File: src/rtl/ps2_pkg.sv
// ps2_pkg: shared types, frame constants and parity helper for the PS/2 receiver.
package ps2_pkg;
    typedef enum logic [1:0] {IDLE, SHIFT, CHECK} state_t;
    localparam int FRAME_BITS = 11;
    localparam int DATA_BITS  = 8;
    // True when data plus parity bit carry an odd number of ones.
    function automatic logic parity_ok(input logic [DATA_BITS:0] v);
        return ^v;
    endfunction
endpackage

File: src/rtl/ps2_sync_fifo.sv
// ps2_sync_fifo: first-word-fall-through circular FIFO with occupancy count.
module ps2_sync_fifo #(
    parameter int DEPTH = 8,
    parameter int WIDTH = 8
) (
    input  logic                    clk,
    input  logic                    reset,
    input  logic                    push,
    input  logic                    pop,
    input  logic [WIDTH-1:0]        din,
    output logic [WIDTH-1:0]        dout,
    output logic                    empty,
    output logic                    full,
    output logic [$clog2(DEPTH):0]  count
);
    localparam int AW = $clog2(DEPTH);
    logic [WIDTH-1:0] mem_q [DEPTH];
    logic [AW-1:0] wr_ptr_q, wr_ptr_d, rd_ptr_q, rd_ptr_d;
    logic [AW:0] count_q, count_d;
    logic do_push, do_pop;
    assign empty = (count_q == '0);
    assign full  = (count_q == (AW+1)'(DEPTH));
    assign count = count_q;
    assign dout  = empty ? '0 : mem_q[rd_ptr_q];
    // A pop frees a slot, so a simultaneous push is accepted even when full.
    always_comb begin
        do_pop   = pop & ~empty;
        do_push  = push & (~full | do_pop);
        wr_ptr_d = wr_ptr_q + AW'(do_push);
        rd_ptr_d = rd_ptr_q + AW'(do_pop);
        count_d  = count_q + (AW+1)'(do_push) - (AW+1)'(do_pop);
    end
    always_ff @(posedge clk or negedge reset) begin
        if (!reset) begin
            wr_ptr_q <= '0;
            rd_ptr_q <= '0;
            count_q  <= '0;
        end else begin
            wr_ptr_q <= wr_ptr_d;
            rd_ptr_q <= rd_ptr_d;
            count_q  <= count_d;
        end
    end
    always_ff @(posedge clk) begin
        if (do_push) mem_q[wr_ptr_q] <= din;
    end
endmodule

File: src/rtl/ps2_rx_fifo.sv
// ps2_rx_fifo: PS/2 device-to-host receiver with clock glitch filter, parity/stop
// checking, inactivity timeout and a FWFT byte FIFO towards the scan-code decoder.
module ps2_rx_fifo
    import ps2_pkg::*;
#(
    parameter int FILTER_LEN  = 8,
    parameter int TIMEOUT_CYC = 50000,
    parameter int FIFO_DEPTH  = 8,
    parameter int CNT_W       = $clog2(FIFO_DEPTH) + 1
) (
    input  logic             clk,
    input  logic             reset,
    input  logic             ps2d,
    input  logic             ps2c,
    input  logic             rx_en,
    input  logic             rd_en,
    output logic [7:0]       dout,
    output logic             empty,
    output logic             full,
    output logic [CNT_W-1:0] count,
    output logic             rx_done_tick,
    output logic             parity_err_tick,
    output logic             frame_err_tick,
    output logic             overflow_tick
);
    localparam int TW = $clog2(TIMEOUT_CYC);
    logic [1:0] c_sync_q, c_sync_d, d_sync_q, d_sync_d;
    logic [FILTER_LEN-1:0] filt_q, filt_d;
    logic f_ps2c_q, f_ps2c_d, fall;
    state_t state_q, state_d;
    logic [3:0] n_q, n_d;
    logic [DATA_BITS+1:0] b_q, b_d;
    logic [TW-1:0] tmo_q, tmo_d;
    logic push;
    always_comb begin
        c_sync_d = {c_sync_q[0], ps2c};
        d_sync_d = {d_sync_q[0], ps2d};
        filt_d   = {c_sync_q[1], filt_q[FILTER_LEN-1:1]};
        f_ps2c_d = (&filt_q) ? 1'b1 : (~|filt_q) ? 1'b0 : f_ps2c_q;
        fall     = f_ps2c_q & ~f_ps2c_d;
    end
    // b_q collects {stop, parity, d7..d0}; the start bit is only checked, never stored.
    always_comb begin
        state_d         = state_q;
        n_d             = n_q;
        b_d             = b_q;
        tmo_d           = (fall || state_q != SHIFT) ? '0 : tmo_q + TW'(1);
        push            = 1'b0;
        rx_done_tick    = 1'b0;
        parity_err_tick = 1'b0;
        frame_err_tick  = 1'b0;
        overflow_tick   = 1'b0;
        case (state_q)
            IDLE: begin
                if (fall && rx_en) begin
                    if (!d_sync_q[1]) begin
                        b_d     = '0;
                        n_d     = 4'(FRAME_BITS - 2);
                        state_d = SHIFT;
                    end else begin
                        frame_err_tick = 1'b1;
                    end
                end
            end
            SHIFT: begin
                if (fall) begin
                    b_d     = {d_sync_q[1], b_q[DATA_BITS+1:1]};
                    n_d     = n_q - 4'd1;
                    state_d = (n_q == 4'd0) ? CHECK : SHIFT;
                end else if (tmo_q == TW'(TIMEOUT_CYC - 1)) begin
                    frame_err_tick = 1'b1;
                    state_d        = IDLE;
                end
            end
            CHECK: begin
                state_d         = IDLE;
                frame_err_tick  = ~b_q[DATA_BITS+1];
                parity_err_tick = b_q[DATA_BITS+1] & ~parity_ok(b_q[DATA_BITS:0]);
                overflow_tick   = b_q[DATA_BITS+1] & parity_ok(b_q[DATA_BITS:0]) & full & ~rd_en;
                push            = b_q[DATA_BITS+1] & parity_ok(b_q[DATA_BITS:0]) & ~(full & ~rd_en);
                rx_done_tick    = push;
            end
            default: state_d = IDLE;
        endcase
    end
    always_ff @(posedge clk or negedge reset) begin
        if (!reset) begin
            c_sync_q <= '1;
            d_sync_q <= '1;
            filt_q   <= '1;
            f_ps2c_q <= 1'b1;
            state_q  <= IDLE;
            n_q      <= '0;
            b_q      <= '0;
            tmo_q    <= '0;
        end else begin
            c_sync_q <= c_sync_d;
            d_sync_q <= d_sync_d;
            filt_q   <= filt_d;
            f_ps2c_q <= f_ps2c_d;
            state_q  <= state_d;
            n_q      <= n_d;
            b_q      <= b_d;
            tmo_q    <= tmo_d;
        end
    end
    ps2_sync_fifo #(.DEPTH(FIFO_DEPTH), .WIDTH(DATA_BITS)) u_fifo (
        .clk   (clk),
        .reset (reset),
        .push  (push),
        .pop   (rd_en),
        .din   (b_q[DATA_BITS-1:0]),
        .dout  (dout),
        .empty (empty),
        .full  (full),
        .count (count)
    );
endmodule

File: config.mk
export PLATFORM = sky130hd
export DESIGN_NAME = ps2_rx_fifo
export DESIGN_NICKNAME = d
export VERILOG_FILES = /design/src/rtl/ps2_pkg.sv /design/src/rtl/ps2_sync_fifo.sv /design/src/rtl/ps2_rx_fifo.sv
export SDC_FILE = /design/constraint.sdc
export NUM_CORES = 1
export LEC_CHECK = 0
export CAP_MARGIN = 20
export CORE_MARGIN = 2
export CORE_UTILIZATION = 30
export CTS_CLUSTER_SIZE = 20
export DETAILED_ROUTE_END_ITERATION = 10
export PLACE_DENSITY_LB_ADDON = 0.08
export SLEW_MARGIN = 20
export SYNTH_ARGS = -nofsm -noshare
export SYNTH_HDL_FRONTEND = slang
export SYNTH_SLANG_ARGS = --single-unit
File: constraint.sdc
create_clock -name clk -period 2.8 [get_ports clk]
set_clock_uncertainty 0.05 [all_clocks]
set_input_delay 0.56 -clock clk [delete_from_list [all_inputs] [get_ports clk]]
set_output_delay 0.56 -clock clk [all_outputs]
set_load 0.01 [all_outputs]
==> results.md <==
* Status: finished, final reports clean
* Post-layout net count at 432
* Crit path kind: reg -> out
* Cell Count, Final, Fillers Out at 645
* Clock sink count at 119
* Highest metal used: met4
* Sequential area share after synthesis at 0.6570
* Routed length on met1 at 4.554 mm
* Core Area at 16520 sq um
* Initial DRC count at 146
* Initial antenna violation count at 0
* Final max-slew violation count at 0
* Synth area leaders: edfxtp_1 38%, dfrtp_1 21%, mux4_2 7.1%
* Area occupied by multi-input gates at 1639 sq um
* Top-area cell type share of the netlist area at 0.3810
* Pleak at 2.557 nW
* Cts-stage hold buffer count at 0
* Cell Area, Synth at 5045 sq um
* Fill count at 1595
* Pre-antenna DRT Iters at 6
* #FFs+latches synth at 119
* Pre-CTS setup slack at 0.1198 ns
* Diodes inserted at 0
* Ys flop type: edfxtp_1
* Routed wl met3 at 261 um
* Metal2 WL at 5.218 mm
* Gate Count Post-Synth at 350
* Largest net degree at the start of global routing at 56
* Grt ovf at 0
* CTS buffer count at 17
* Syn Nets at 370
* I/O pin cnt at 24
* Crit path DAT at 2.07 ns
* Max Clk Rate at 373.8 MHz
* Clock buffer depth at 2
* CTS tree: yes
* Largest stage delay, worst path at 0.43 ns
* Row cnt at 47
* P per Cell Area at 831.2 nW/um^2
* Least-Margin Pin Slew at 0.5835 ns
* H-tree depth at 4
* DRC violations left at 0
* Post-synth EDFFs at 64
* Final Wtd Congestion at 0.7335
* Fin util at 0.3859
* RSZ-0062 raised after global routing: no
* Storage element area at 3316 sq um
* Max_slew headroom at 0.6110
* Crit-path leading delay family: XOR/XNOR gates
* Critical Path RT at 2.19 ns
* Vias in the first global route at 3033
* Total Routing Usage GR at 0.1275
* Placed cell count at 608
* Crit end category: output pin
* Total wire length at 10.20 mm
* Die W at 133.7 um
* Final WS setup at 0.1248 ns
* CTS root buffer: clkbuf_16
* DPL Wire Length at 6.343 mm
* Area delta synth->final at 26.41%
* Via count at 2898
* Starting Density at 0.3053
* Worst-Skew Late Latency at 0.41 ns
* Worst-path clk slew at 0.06 ns
* Tmin final at 2.675 ns
* Port bufs at 23
* Period utilization at 0.9554
* CP cell instances: xor2_1, xnor3_1, xnor2_1, buf_4, nor3_1, dlygate4sd2_1
* Antenna viol nets, final at 0
* Post-synth ARST share at 0.4622
* DR vias/cell at 4.493
* Crit path launch type: register
* Setup Viol. Count Final at 0
* Max-cap violation count at 0
* Routed WL per cell at 15.81 um
* Hold Crit Class: in -> async
* Slowest-stage cell, CP: xnor3_1
* First-pass GRT wire length at 16.86 mm
* Netlist cell types at 39
* Synth area leader: edfxtp_1
* Mean post-synth cell area at 14.41 sq um
* Synth Warn # at 0
* Peak supply drop at 0.4110 mV
* Die ar. at 17870 sq um
* Fraction of layout cells with a size suffix above 1 at 0.2447
* Buf/Inv on CP at 2
* Crit Path Max Fanout at 4
* Final hold viol count at 0
* DIE HEIGHT at 133.7 um
final timing paths:
check	startpoint	endpoint	slack, ns	cells past startpoint
max	b_q[3]	rx_done_tick	0.12	6
min	reset	tmo_q[14]	0.09	2
min in group clk	c_sync_q[0]	c_sync_q[1]	0.31	0
min reg2reg	c_sync_q[0]	c_sync_q[1]	0.31	0
max reg2reg	b_q[3]	u_fifo.count[1]	0.27	10
max in group asynchronous	reset	filt_q[2]	2.31	2
worst register-to-register path, stage by stage (launching register included):
cell	delay (ns)
dfrtp_1	0.38
xor2_1	0.15
xnor3_1	0.43
xnor2_1	0.14
buf_4	0.15
buf_4	0.16
nor2b_1	0.19
ha_1	0.21
inv_1	0.06
fa_1	0.48
inv_1	0.04
sequential cells by signal, summed over array words and instances (netlist names):
register,count
b_q,10
c_sync_q,2
d_sync_q,2
f_ps2c_q,1
filt_q,8
n_q,4
state_q,2
tmo_q,16
u_fifo.count,4
u_fifo.mem_q,64
u_fifo.rd_ptr_q,3
u_fifo.wr_ptr_q,3
what timing repair did:
| item | in CTS | in global routing |
|---|---|---|
| cloned | 2 | 0 |
| setup buffers | 3 | 0 |
| setup endpoints to repair | 12 | 6 |
| pin swaps | 0 | 0 |
| resized for setup | 20 | 8 |
logic make-up after synthesis:
logic type | after synthesis | synth area share
adders and majority gates | 14 | 0.03621
DFF | 119 | 0.6570
xor gates and xnor gates | 23 | 0.04266
AOI/OAI and AO/OA | 26 | 0.03324
muxes | 25 | 0.08929
and+or+nand+nor | 119 | 0.1225
buffers and inverters | 24 | 0.01909
synth_stat cells (2+ instances only):
master and instances:
clkbuf_1 6, xnor2_1 11, o21ai_0 15, mux4_2 16
edfxtp_1 64, buf_2 5, nand3_1 10, a21oi_1 4
dfrtp_1 42, nor2b_1 6, ha_1 13, nand3b_1 4
nor3_1 15, nand4_1 8, nor4_1 2, nor2_1 27
inv_1 12, mux2i_1 9, nor4_4 2, o31ai_1 2
and3_1 5, nand2_1 30, nand2b_1 3, xor2_1 11
dfstp_2 13, or3_1 2
cells in the final DEF (no fill, tap or decap), drive strengths merged, types with 3 or more instances in the layout:
master / n
edfxtp: 64
dfrtp: 42
buf: 32
nand2: 30
nor2: 27
clkbuf: 23
mux4: 16
nor3: 15
o21ai: 15
ha: 13
dfstp: 13
inv: 13
xor2: 11
xnor2: 11
clkdlybuf4s50: 10
nand3: 10
mux2i: 9
nand4: 8
nor2b: 6
clkinv: 6
and3: 5
clkinvlp: 5
dlygate4sd2: 5
nand3b: 4
a21oi: 4
nor4: 4
nand2b: 3
layer usage:
| metal | global-route usage | vias up |
|---|---|---|
| met4 | 0.05496 | 0 |
| met3 | 0.03539 | 15 |
| li1 | - | 1422 |
| met5 | 0 | - |
| met1 | 0.1574 | 1425 |
| met2 | 0.2102 | 36 |
stage by stage:
step / setup TNS (ns) / power (mW) / instance area (sq um) / hold WS, ns
2_1_floorplan: 0 / 2.680 / 5045 / 0.2144
5_1_grt: 0 / 5.600 / 6377 / 0.09158
3_3_place_gp: 0 / 3.159 / 5734 / 0.2969
4_1_cts: -0.2357 / 5.429 / 6399 / 0.08677
6_report: 0 / 5.301 / 6377 / 0.08546
3_5_place_dp: 0 / 3.163 / 5734 / 0.2971
report_power, final:
group / total (mW) / switching, mW / internal [mW]
sequential: 2.00 / 0.0880 / 1.91
combinational: 1.18 / 0.493 / 0.684
clock: 2.12 / 0.811 / 1.31
final cells by class:
cell class,instances,share of cell area
Clock buffer,18,0.06729
Clock inverter,14,0.02413
Inverter,12,0.007063
Multi-Input combinational cell,207,0.2570
Sequential cell,119,0.5199
Tap cell,220,0.04316
Timing Repair Buffer,55,0.08142
Note: power is estimated with default switching activity, not from simulation.
